===== src/rtl/updown_load_counter.sv =====
// Parametrised up/down counter with load, programmable modulus, wrap/saturate and a registered terminal-count pulse.
// Optional feature: define COUNTER_AUTORELOAD_EN for a periodic down-timer that reloads from the last loaded value.
module updown_load_counter #(
  parameter int unsigned      WIDTH   = 8,
  parameter logic [WIDTH-1:0] MAX_VAL = {WIDTH{1'b1}},
  parameter bit               WRAP    = 1'b1
) (
  input  logic             clk,
  input  logic             rst,
  input  logic             load,
  input  logic [WIDTH-1:0] load_val,
  input  logic             en,
  input  logic             up,
  output logic [WIDTH-1:0] count,
  output logic             zero,
  output logic             at_max,
  output logic             tc
);

  localparam logic [WIDTH-1:0] ONE = WIDTH'(1);

  logic [WIDTH-1:0] load_clamped;
  logic [WIDTH-1:0] step_val;
  logic [WIDTH-1:0] terminal;
  logic             step_tc;

`ifdef COUNTER_AUTORELOAD_EN
  logic [WIDTH-1:0] reload_q;
`endif

  assign load_clamped = (load_val > MAX_VAL) ? MAX_VAL : load_val;
  assign terminal     = up ? MAX_VAL : '0;

  // NOTE: every signal driven in always_comb gets a default first, so no path can infer a latch.
  always_comb begin
    step_val = count;
    if (up) begin
      if (count != MAX_VAL) step_val = count + ONE;
      else if (WRAP)        step_val = '0;
    end else begin
      if (count != '0) step_val = count - ONE;
`ifdef COUNTER_AUTORELOAD_EN
      else             step_val = reload_q;
`else
      else if (WRAP)   step_val = MAX_VAL;
`endif
    end
  end

  // A hold (saturated or reload of 0) lands on the terminal value without moving, so it does not pulse.
  assign step_tc = (step_val == terminal) && (step_val != count);

  // NOTE: sequential state uses non-blocking assignments so all registers update together on the edge.
  always_ff @(posedge clk) begin
    if (rst) begin
      count <= '0;
      tc    <= 1'b0;
`ifdef COUNTER_AUTORELOAD_EN
      reload_q <= '0;
`endif
    end else if (load) begin
      count <= load_clamped;
      tc    <= 1'b0;
`ifdef COUNTER_AUTORELOAD_EN
      reload_q <= load_clamped;
`endif
    end else if (en) begin
      count <= step_val;
      tc    <= step_tc;
    end else begin
      tc <= 1'b0;
    end
  end

  assign zero   = (count == '0);
  assign at_max = (count == MAX_VAL);

endmodule


===== config.mk =====
export PLATFORM = sky130hd
export DESIGN_NAME = updown_load_counter
export DESIGN_NICKNAME = d
export VERILOG_FILES = /design/src/rtl/updown_load_counter.sv
export SDC_FILE = /design/constraint.sdc
export NUM_CORES = 1
export LEC_CHECK = 0
export ABC_AREA = 1
export BUFFER_PORTS_ARGS = -buffer_cell sky130_fd_sc_hd__buf_4
export CORE_MARGIN = 5
export CORE_UTILIZATION = 35
export CTS_CLUSTER_DIAMETER = 60
export CTS_CLUSTER_SIZE = 28
export DETAILED_ROUTE_END_ITERATION = 8
export GPL_TIMING_DRIVEN = 1
export PLACE_DENSITY = 0.62
export SLEW_MARGIN = 25
export SYNTH_ARGS = -nofsm -noshare
export SYNTH_HDL_FRONTEND = slang
export SYNTH_SLANG_ARGS = --single-unit

===== constraint.sdc =====
create_clock -name clk -period 1.96 [get_ports clk]
set_clock_uncertainty 0.05 [all_clocks]
set_input_delay 0.392 -clock clk [delete_from_list [all_inputs] [get_ports clk]]
set_output_delay 0.392 -clock clk [all_outputs]
set_load 0.01 [all_outputs]

# Yosys cells after proc, flatten, opt, wreduce, memory -nomap -nowiden
# Cells that the tools add are included.
[totals] ff_bits=9 out_inout_bits=11 wordCells=22
[classes] addsub=2 n_lt_le_gt_ge=1 eq_ne=4 n_mux=7 bitwise=1 reduce_logical=5
[ops] cell="8-bit 2-to-1 mux" count=7
[ops] cell="8-bit by 1-bit adder with 8-bit output (second input constant)" count=1
[ops] cell="8-bit == test" count=1
[ops] cell="8-bit == test (second input constant)" count=1
[ops] cell="8-bit > comparator (second input constant)" count=1
[ops] cell="8-bit logical NOT" count=1
[ops] cell="8-bit inequality test" count=1
[ops] cell="8-bit inequality test (second input constant)" count=1
[ops] cell="8-bit nonzero test" count=1
[ops] cell="8-bit by 1-bit subtractor with 8-bit output (second input constant)" count=1
[ops] cell="3-bit OR reduction" count=1
[ops] cell="2-bit nonzero test" count=1
[ops] cell="1-bit logical AND" count=1
[ops] cell="1-bit NOT" count=1

# Logic depth before layout (Yosys ltp)
# Gate-level depths: netlist of the first run.
[depth] depth_word=5 depth_mapped=12 depth_no_buf=11

# Least setup slack after synthesis of the first run
# OpenSTA, ideal clock, no wires.
[synth_path] kind="register -> register" start="register count[0]" end="register tc" setup_ps=64 arrival_ps=1501 slack_ps=345 stages_incl_launch_ff=12 path_buffers=0 cell_sequence="dfxtp_1 inv_1 ha_1 inv_1 nor2_1 nand2_1 nand3_1 o21ai_0 nand2_1 nor2_1 nand3_1 nor2_1"
[synth_between] elab_chain_len=5
[synth_rtl] item="start: declaration" line_no="14" text="output logic [WIDTH-1:0] count,"
[synth_rtl] item="start signal: assignment" line_no="62" text="count <= load_clamped;"
[synth_rtl] item="start signal: assignment" line_no="68" text="count <= step_val;"
[synth_rtl] item="8-bit by 1-bit subtractor with 8-bit output, or another cell as far along" line_no="41" text="if (count != '0) step_val = count - ONE;"
[synth_rtl] item="8-bit 2-to-1 mux (on tied branches)" line_no="41, 38"
[synth_rtl] item="8-bit 2-to-1 mux" line_no="37" text="if (up) begin"
[synth_rtl] item="8-bit == test / 8-bit inequality test (equally long branches)" line_no="51" text="assign step_tc = (step_val == terminal) && (step_val != count);"
[synth_rtl] item="1-bit logical AND (*)" line_no="51"
[synth_rtl] item="end signal: assignment" line_no="69" text="tc <= step_tc;"
[synth_rtl] item="end: declaration" line_no="17" text="output logic tc"
# Mark *: on every way between the ends. The rest lies on a longest branch, timed or not.
# A chain may end at the register's enable or synchronous reset.

# Final worst setup path of the first run
[layout_path] start="register count[0]" end="output at_max"
[layout_between] elab_chain_len=1
[layout_rtl] item="8-bit == test" line_no="76" text="assign at_max = (count == MAX_VAL);"
[layout_rtl] item="end: declaration" line_no="16" text="output logic at_max,"
# No other way between the ends.

==> results by group, run 1 <==
Run status
  – Status: finished clean

Min path
  – Hold path cells: 2
  – Worst hold path type: input pin to register
  – Hold_sp: rst

Critical path
  – CP arrival: ~1.4 ns
  – Critical path endpoint category: output port
  – CP required: 1.52 ns
  – Crit Reg-Reg Startpoint: count[0]
  – Crit path from: count[0]
  – Setup CP Type: register to output port
  – Setup crit start kind: register
  – CP max FO: 5
  – R2R depth: 11

Yosys
  – Cells after Synth: 163
  – Yosys warns: 0
  – Syn_nets: approximately 180
  – Seq/Total Area, Yosys: 0.200
  – Post-synth cell types: 21
  – Flops & latches, synth: 9
  – Avg Synthesized Cell Area: ~5.5 um2
  – Synthesized cell area: around 900 um2

Global routing
  – Overflow after GRT: 0
  – Number of global-route vias before repair: just over 1000
  – All-Layer GR Usage: 0.155
  – Initial antenna violation count: 0
  – Largest net degree at the start of global routing: 12
  – First-pass GRT wire length: between 4000 and 5000 um

Floorplan
  – Die ar.: 0.00369 mm2
  – Num rows: 18
  – I/O pin count: 24
  – DIE WIDTH: 60.8 um
  – Starting density of the core: 0.364
  – Core box area: approximately 0.0025 mm2
  – Die height: 60.8 um

Run
  – Max-cap check violation count: 0

Clock network
  – Setup Buffers After CTS: 0
  – Reg clk slew, reported paths: around 0.070 ns
  – Root buf cell: clkbuf_4
  – Clk sinks: 9
  – Clock buffer depth: 2
  – CTS H-tree lvls: 1
  – CTS Hold Bufs: 0
  – CTS tree: yes
  – Worst skew pair latency: 0.26 ns
  – CTS Buf Count: 3

STA
  – Fmax: roughly 530 MHz
  – RSZ-0062 raised after global routing: false
  – Max_slew headroom: 0.573
  – Count of final max-slew check failures: 0
  – Final TNS setup: 0 ns
  – Final Cycle Share: 0.954
  – Least-Margin Pin Slew: ~0.64 ns
  – Setup violations, final: 0
  – Final min period: approximately 1.9 ns
  – Final Hold Viols: 0

Finish
  – # diodes: 0
  – Fillcell total: roughly 270
  – Nets: about 200
  – FF/Latch Area: 185 um2
  – Multi-input gate area: between 600 and 700 um2
  – Syn-to-layout area delta: 26.4%
  – Layout cells sized above 1: 0.218
  – Fin area: 0.00114 mm2
  – Final core occ: 0.460

Power
  – Pwr Density: between 500 and 600 mW/mm2
  – Pleak: roughly 0.6 nW
  – Total Power: between 600 and 700 uW
  – Max VDD drop: roughly 0.42 mV

Placement
  – Area after DPL: approximately 0.0011 mm2
  – Number of port buffers: 23
  – HPWL reported at the end of detailed placement: 2110 um
  – Routability cong.: just under 0.9

Route
  – Remaining DRCs: 0
  – DRT antenna net count: 0
  – DR WL met2: 1190 um
  – DRT met1 WL: 1210 um
  – DRT Wirelength: 2640 um
  – Iter 0 DRT Violations: 19
  – Met3 Routed Length: roughly 170 um
  – Vias per cell: slightly above 5
  – Vias: about 1100
  – WL/cell: between 10 and 15 um
  – Top sig layer: met4
  – Iteration count of the initial detailed-routing pass: 4
worst max-delay path: stages (launching register included):
cell,delay (ns)
dfxtp_2,0.38
ha_1,0.19
nand2_2,0.10
nor2_4,0.14
nand3_2,0.13
inv_2,0.10
buf_4,0.12
where the power goes:
group | switching (mW) | internal (mW)
clock network | 0.0689 | 0.0786
logic | 0.140 | 0.0978
registers | 0.0247 | 0.196
total | 0.234 | 0.372
Yosys cell counts:
cell / n / area share
nor2_1: 17 / 0.071
nand2_1: 54 / 0.22
a21oi_1: 6 / 0.033
nand3b_1: 1 / 0.0083
clkbuf_1: 2 / 0.0083
a31oi_1: 3 / 0.021
xnor2_1: 1 / 0.0097
nand3_1: 21 / 0.12
nand3_2: 1 / 0.011
dfxtp_1: 9 / 0.20
a22oi_1: 4 / 0.033
buf_6: 1 / 0.012
o21ai_0: 6 / 0.033
buf_2: 1 / 0.0055
ha_1: 3 / 0.042
nand2_2: 4 / 0.028
o21ai_1: 2 / 0.011
inv_1: 22 / 0.092
nor2_2: 3 / 0.021
nand4_1: 1 / 0.0069
nor2_4: 1 / 0.012
flip-flops by register name, summed over array words and instances, names as in the netlist:
signal / cells
count: 8
tc: 1
what timing repair did:
| item | in CTS | in global routing |
|---|---|---|
| setup endpoints to repair | 1 | 1 |
| pin swaps | 0 | 1 |
| resized for setup | 3 | 2 |
final cells by class:
type,instances,share of cell area
multi-input combinational,128,0.544
clock buffer,4,0.0231
inverter,22,0.0724
timing repair buffer,25,0.165
tap,30,0.0329
sequential,9,0.162
placed cells by master (no fill, tap or decap), types with 4 or more instances in the layout:
cell type   n
nand2_2     4
a22oi_1     4
inv_1      21
nand2_1    54
nand3_1    20
buf_4      25
a21oi_1     6
nor2_1     17
dfxtp_1     7
o21ai_0     6
metrics by stage:
stage | setup WS [ns] | hold slack (ns) | std cells
6_report | 0.0896 | 0.308 | 218
5_1_grt | 0.0149 | 0.304 | 218
4_1_cts | 0.0333 | 0.298 | 218
3_5_place_dp | 0.204 | 0.484 | 214
3_3_place_gp | 0.228 | 0.473 | 214
2_1_floorplan | 0.345 | 0.490 | 163
final timing paths:
| kind | to | slack (ns) |
|---|---|---|
| max | at_max | 0.09 |
| min | count[0] | 0.31 |
| max reg2reg | tc | 0.28 |
| min reg2reg | count[0] | 0.46 |
routing by layer:
| metal | GRT usage | up-vias |
|---|---|---|
| li1 | - | 569 |
| met1 | 0.194 | 495 |
| met2 | 0.244 | 48 |
| met3 | 0.0234 | 6 |
| met4 | 0.102 | 0 |
| met5 | 0 | - |
cells by family (layout without fill, tap and decap cells):
kind of cell,count (synthesis),after routing,synth area share
AO/OA/AOI/OAI,21,21,0.132
XOR/XNOR,1,1,0.00971
adder cells (fa/ha/maj),3,3,0.0416
buffers and inverters,26,51,0.118
flip-flops,9,9,0.200
AND/OR/NAND/NOR,103,103,0.499
Note: power is estimated with default switching activity, not from simulation.
==> run 2, diff against run 1 <==
--- a/config.mk
+++ b/config.mk
@@ -14,6 +14,7 @@
 export DETAILED_ROUTE_END_ITERATION = 8
 export GPL_TIMING_DRIVEN = 1
 export PLACE_DENSITY = 0.62
+export RECOVER_POWER = 50
 export SLEW_MARGIN = 25
 export SYNTH_ARGS = -nofsm -noshare
 export SYNTH_HDL_FRONTEND = slang
==> run 2 against run 1 <==
Net effect:
- critical path depth stayed put
- maximum frequency is 0.44% higher
- register-to-register slack hardly changed
- via count is 2.5% lower
- sequential power hardly changed
- highest routed layer unchanged
- first-iteration DRC count is 5.3% lower
- clock power hardly changed
==> results by group, run 2 (synthesis gave the netlist of run 1 again) <==
Critical path
  – CP required: 1.52 ns (about the same)
  – Crit-path cells: ha_1 -> nand2_2 -> nor2_4 -> nand3_2 -> inv_2 -> buf_4 (unchanged)
  – R2R depth: 11 (unchanged)
  – Max stage delay cell, worst path: dfxtp_2 (unchanged)
  – Critical Path Stages: 6 (unchanged)
  – CP arrival: 1.42 ns (was 1.43 ns)
  – Worst stage delay on the critical path: 0.38 ns (about the same)
  – Setup crit start kind: register (unchanged)
  – Worst path buffer plus inverter count: 2 (unchanged)
  – Setup CP Type: register to output port (unchanged)
  – Worst path top cell family by delay: flip-flops (unchanged)
  – CP max FO: 5 (unchanged)
  – Critical path endpoint category: output port (unchanged)

Placement
  – HPWL reported at the end of detailed placement: 2110 um (unchanged)
  – Number of instances in the placed design: 214 (unchanged)
  – Number of port buffers: 23 (unchanged)
  – Routability cong.: 0.870 (unchanged)

STA
  – Least-Margin Pin Slew: 0.638 ns (was 0.639 ns)
  – Fmax: 537 MHz (was 535 MHz)
  – Final TNS setup: 0 ns (unchanged)
  – RSZ-0062 raised after global routing: false (unchanged)
  – Final min period: 1.86 ns (was 1.87 ns)
  – Setup violations, final: 0 (unchanged)
  – Max_slew headroom: 0.573 (about the same)
  – Final Hold Viols: 0 (unchanged)
  – Final Cycle Share: 0.950 (was 0.954)
  – Count of final max-slew check failures: 0 (unchanged)

Floorplan
  – DIE WIDTH: 60.8 um (unchanged)
  – Num rows: 18 (unchanged)
  – I/O pin count: 24 (unchanged)
  – Die height: 60.8 um (unchanged)
  – Starting density of the core: 0.364 (unchanged)
  – Core box area: 0.00248 mm2 (unchanged)
  – Die ar.: 0.00369 mm2 (unchanged)

Clock network
  – Clk sinks: 9 (unchanged)
  – CTS tree: yes (unchanged)
  – Worst skew pair latency: 0.26 ns (about the same)
  – CTS Buf Count: 3 (unchanged)
  – Reg clk slew, reported paths: 0.06 ns (was 0.07 ns)
  – Clock buffer depth: 2 (unchanged)
  – Root buf cell: clkbuf_4 (unchanged)
  – CTS H-tree lvls: 1 (unchanged)

Power
  – Pwr Density: 536 mW/mm2 (was 532 mW/mm2)
  – Pleak: 0.559 nW (was 0.588 nW)
  – Max VDD drop: 0.417 mV (was 0.421 mV)

Global routing
  – Overflow after GRT: 0 (unchanged)
  – Initial antenna violation count: 0 (unchanged)
  – Largest net degree at the start of global routing: 12 (unchanged)
  – Number of global-route vias before repair: 1019 (unchanged)
  – First-pass GRT wire length: 4310 um (unchanged)
  – All-Layer GR Usage: 0.155 (unchanged)

Route
  – Iteration count of the initial detailed-routing pass: 4 (unchanged)
  – Iter 0 DRT Violations: 18 (was 19)
  – Vias: 1090 (was 1118)
  – Remaining DRCs: 0 (unchanged)
  – DRT Wirelength: 2630 um (was 2640 um)
  – WL/cell: 12.1 um (about the same)
  – DRT antenna net count: 0 (unchanged)
  – Vias per cell: 5.00 (was 5.13)

Finish
  – Biggest register: count (unchanged)
  – # diodes: 0 (unchanged)
  – Most frequent standard cell in the layout excluding fill and tap cells: nand2_1 (unchanged)
  – Nets: 205 (unchanged)
  – Most frequent cells in the layout: nand2_1 (54), inv_1 (21), nand3_1 (20) (was nand2_1 (54), buf_4 (25), inv_1 (21))
  – Top Registers: count: 8 flops, tc: 1 flops (unchanged)
  – Non-filler instance count after layout: 218 (unchanged)
  – Fillcell total: 282 (was 272)
  – Syn-to-layout area delta: 23.4% (was 26.4%)
  – Layout cells sized above 1: 0.181 (was 0.218)
  – Max reg flops: 8 (unchanged)

Run
  – Max-cap check violation count: 0 (unchanged)

Run status
  – Status: finished clean (unchanged)

Min path
  – Worst hold path type: input pin to register (unchanged)
  – Hold path cells: 2 (unchanged)
## run 2: changes by cell type in the layout (fill, tap and decap cells not counted), sizes merged
cell	before	now
buf	25	18
clkbuf	4	11
## run 2: worst paths after layout
path                            startpoint       end  slack, ns
worst max-delay path              count[0]    at_max        0.1
worst min-delay path                   rst  count[0]       0.31
worst max register to register    count[0]        tc       0.28
worst min register to register    count[0]  count[0]       0.46
## run 2: worst reg2reg max path: cells and delay by family (launching register included)
| family | cells | cell delay (ns) |
|---|---|---|
| AO/OA/AOI/OAI | 1 | 0.24 |
| flip-flops | 1 | 0.38 |
| adder cells (fa/ha/maj) | 1 | 0.25 |
| AND/OR/NAND/NOR | 7 | 0.52 |
| buffers and inverters | 2 | 0.19 |
## run 2: final cells by class
class,count,area (um2),share of cell area
Clock buffer,4,26.3,0.0236
Inverter,22,82.6,0.0742
Multi-Input combinational cell,128,621,0.557
Sequential cell,9,185,0.166
Tap cell,30,37.5,0.0337
Timing Repair Buffer,25,161,0.145
## run 2: power by group
group	internal, mW	leakage (nW)	total (mW)	switching, mW
Sequential	0.196	0.0752	0.220	0.0246
Clock	0.0785	0.0150	0.145	0.0666
Combinational	0.0908	0.469	0.231	0.141
Total	0.365	0.559	0.597	0.232
## run 2: stage by stage
stage / setup WS, ns / util / hold slack (ns) / area [um2] / power, mW
final: 0.0977 / 0.449 / 0.311 / 1110 / 0.597
after CTS: 0.0333 / 0.459 / 0.298 / 1140 / 0.609
after floorplan: 0.345 / - / 0.490 / 902 / 0.377
after detailed placement: 0.204 / 0.445 / 0.484 / 1100 / 0.460
after global routing: 0.0153 / 0.449 / 0.304 / 1110 / 0.645
after global placement: 0.228 / 0.445 / 0.473 / 1100 / 0.461
## run 2: what timing repair did
item | CTS | global route
hold buffers | 0 | 0
pin swaps | 0 | 1
resized for setup | 3 | 2
hold endpoints to repair | 0 | 0
setup endpoints to repair | 1 | 1
setup buffers | 0 | 0
## run 2: per-layer routing
metal	GRT usage	vias to the layer above	part of all wire
li1	-	572	-
met1	0.194	474	0.47
met2	0.244	38	0.44
met3	0.0234	6	0.063
met4	0.102	0	0.024
met5	0	-	0
==> run 3, diff against run 2 <==
==> constraint.sdc (replaced) <==
create_clock -name clk -period 1.96 [get_ports clk]
set_clock_uncertainty 0.05 [all_clocks]
set_input_delay 0 -clock clk [delete_from_list [all_inputs] [get_ports clk]]
set_output_delay 0 -clock clk [all_outputs]
set_load 0.01 [all_outputs]
==> run 3 against run 2 <==
Net effect:
- final cell count up 2.8%
- first-iteration DRC count up 130%
- clock-buffer cell count stayed put
- power is 0.45% higher
- global-route usage increased by 1.2 points
- combinational power is 6% higher
- sequential share of layout area fell by 0.98 points
- core utilization rose by 1.5 points
- flip-flop and latch count stayed put
- clock power fell by 3%
- register-to-register slack got worse by 0.03 ns
==> results by group, run 3 (synthesis gave the netlist of run 1 again) <==
Run status
  – Status: finished clean (unchanged)

Global routing
  – Initial antenna violation count: 0 (unchanged)
  – Number of global-route vias before repair: 1052 (was 1019)
  – All-Layer GR Usage: 0.167 (was 0.155)
  – First-pass GRT wire length: 4670 um (was 4310 um)
  – Overflow after GRT: 0 (unchanged)
  – Largest net degree at the start of global routing: 12 (unchanged)

Finish
  – Fillcell total: 285 (was 282)
  – # diodes: 0 (unchanged)
  – Most frequent cells in the layout: nand2_1 (54), inv_1 (22), nand3_1 (21) (was nand2_1 (54), inv_1 (21), nand3_1 (20))
  – FF/Latch Area: 180 um2 (was 185 um2)
  – Fin area: 0.00115 mm2 (was 0.00111 mm2)
  – Multi-input gate area: 616 um2 (was 621 um2)
  – Nets: 211 (was 205)
  – Top Registers: count: 8 flops, tc: 1 flops (unchanged)
  – Layout cells sized above 1: 0.155 (was 0.181)
  – Most frequent standard cell in the layout excluding fill and tap cells: nand2_1 (unchanged)
  – Non-filler instance count after layout: 224 (was 218)
  – Max reg flops: 8 (unchanged)
  – Syn-to-layout area delta: 27.6% (was 23.4%)
  – Biggest register: count (unchanged)

STA
  – Final TNS setup: 0 ns (unchanged)
  – Final min period: 1.71 ns (was 1.86 ns)
  – Final Cycle Share: 0.875 (was 0.950)
  – Max_slew headroom: 0.605 (was 0.573)
  – Min Hold Slack: 0.0104 ns (was 0.311 ns)
  – Final Hold Viols: 0 (unchanged)
  – Fmax: 583 MHz (was 537 MHz)
  – Setup violations, final: 0 (unchanged)
  – Count of final max-slew check failures: 0 (unchanged)
  – RSZ-0062 raised after global routing: false (unchanged)
  – Least-Margin Pin Slew: 0.590 ns (was 0.638 ns)

Clock network
  – Setup Buffers After CTS: 0 (unchanged)
  – Reg clk slew, reported paths: 0.06 ns (about the same)
  – Cts repair resizes: 0 (was 3)
  – Clk sinks: 9 (unchanged)
  – CTS Buf Count: 3 (unchanged)
  – Clock buffer depth: 2 (unchanged)
  – CTS tree: yes (unchanged)
  – Root buf cell: clkbuf_4 (unchanged)
  – Worst skew pair latency: 0.25 ns (was 0.26 ns)
  – CTS H-tree lvls: 1 (unchanged)

Floorplan
  – I/O pin count: 24 (unchanged)
  – Num rows: 18 (unchanged)
  – Die height: 60.8 um (unchanged)
  – Die ar.: 0.00369 mm2 (unchanged)
  – Starting density of the core: 0.364 (unchanged)
  – Core box area: 0.00248 mm2 (unchanged)
  – DIE WIDTH: 60.8 um (unchanged)

Route
  – DRT Wirelength: 2660 um (was 2630 um)
  – Remaining DRCs: 0 (unchanged)
  – Iteration count of the initial detailed-routing pass: 5 (was 4)
  – DRT antenna net count: 0 (unchanged)
  – Vias: 1093 (was 1090)
  – WL/cell: 11.9 um (was 12.1 um)
  – Vias per cell: 4.88 (was 5.00)
  – Iter 0 DRT Violations: 42 (was 18)

Critical path
  – Critical Path Most Common Cell: nor2_1
  – CP required: 2.11 ns (was 1.52 ns)
  – Max stage delay cell, worst path: dfxtp_1 (was dfxtp_2)
  – Setup CP Type: register to register (was register to output port)
  – Worst stage delay on the critical path: 0.40 ns (was 0.38 ns)
  – Crit-path cells: inv_1 -> ha_1 -> inv_1 -> nor2_1 -> nand2_1 -> nand3_1 -> o21ai_0 -> nand2_1 -> nor2_1 -> nand3_1 -> nor2_1 (was ha_1 -> nand2_2 -> nor2_4 -> nand3_2 -> inv_2 -> buf_4)
  – Worst path top cell family by delay: simple AND/OR/NAND/NOR gates (was flip-flops)
  – Critical path endpoint category: register (was output port)
  – Setup crit start kind: register (unchanged)
  – Worst path buffer plus inverter count: 2 (unchanged)
  – CP max FO: 6 (was 5)
  – CP arrival: 1.86 ns (was 1.42 ns)

Placement
  – Routability cong.: 0.934 (was 0.870)
  – HPWL reported at the end of detailed placement: 2160 um (was 2110 um)
  – Area after DPL: 0.00112 mm2 (was 0.00110 mm2)
  – Number of port buffers: 23 (unchanged)
  – Number of instances in the placed design: 216 (was 214)

Power
  – Pwr Density: 521 mW/mm2 (was 536 mW/mm2)
  – Pleak: 0.580 nW (was 0.559 nW)
  – Max VDD drop: 0.419 mV (was 0.417 mV)

Min path
  – Worst hold path type: input pin to register (unchanged)

Run
  – Max-cap check violation count: 0 (unchanged)
run 3: per-layer routing:
layer,share of wire,track usage,up-vias
met1,0.46,0.224,470
met3,0.060,0.0255,2
met2,0.47,0.276,39
met4,0.0060,0.0464,0
met5,0,0,-
li1,-,-,582
run 3: final timing paths:
check	endpoint	cells after the start	start	slack (ns)
max	tc	11	count[0]	0.25
min	count[3]	3	load_val[3]	0.01
max reg2reg	tc	11	count[0]	0.25
min reg2reg	count[0]	2	count[0]	0.48
run 3: power breakdown:
group / internal [mW] / switching (mW) / total [mW]
clock network: 0.0783 / 0.0623 / 0.141
registers: 0.196 / 0.0195 / 0.215
logic: 0.0969 / 0.147 / 0.244
run 3: tightest hold or removal path: stages:
cell,delay (ns)
buf_4,0.08
a22oi_1,0.07
a21oi_1,0.13
run 3: what timing repair did:
action	4_1_cts	5_1_grt
endpoints found under the setup margin	0	0
hold buffers	4	0
hold endpoints to repair	8	0
run 3: area by class of cell:
type	count	share of cell area
repair buffers	31	0.182
inverters	22	0.0717
clock buffers	4	0.0228
flip-flops and latches	9	0.157
well taps	30	0.0326
multi-input cells	128	0.535
run 3: per-stage QoR:
| stage | utilization | setup WS (ns) | power [mW] |
|---|---|---|---|
| finish | 0.465 | 0.246 | 0.600 |
| floorplan | - | 0.345 | 0.377 |
| CTS | 0.478 | 0.243 | 0.613 |
| global placement | 0.452 | 0.325 | 0.463 |
| detailed placement | 0.452 | 0.266 | 0.465 |
| global route | 0.465 | 0.101 | 0.654 |
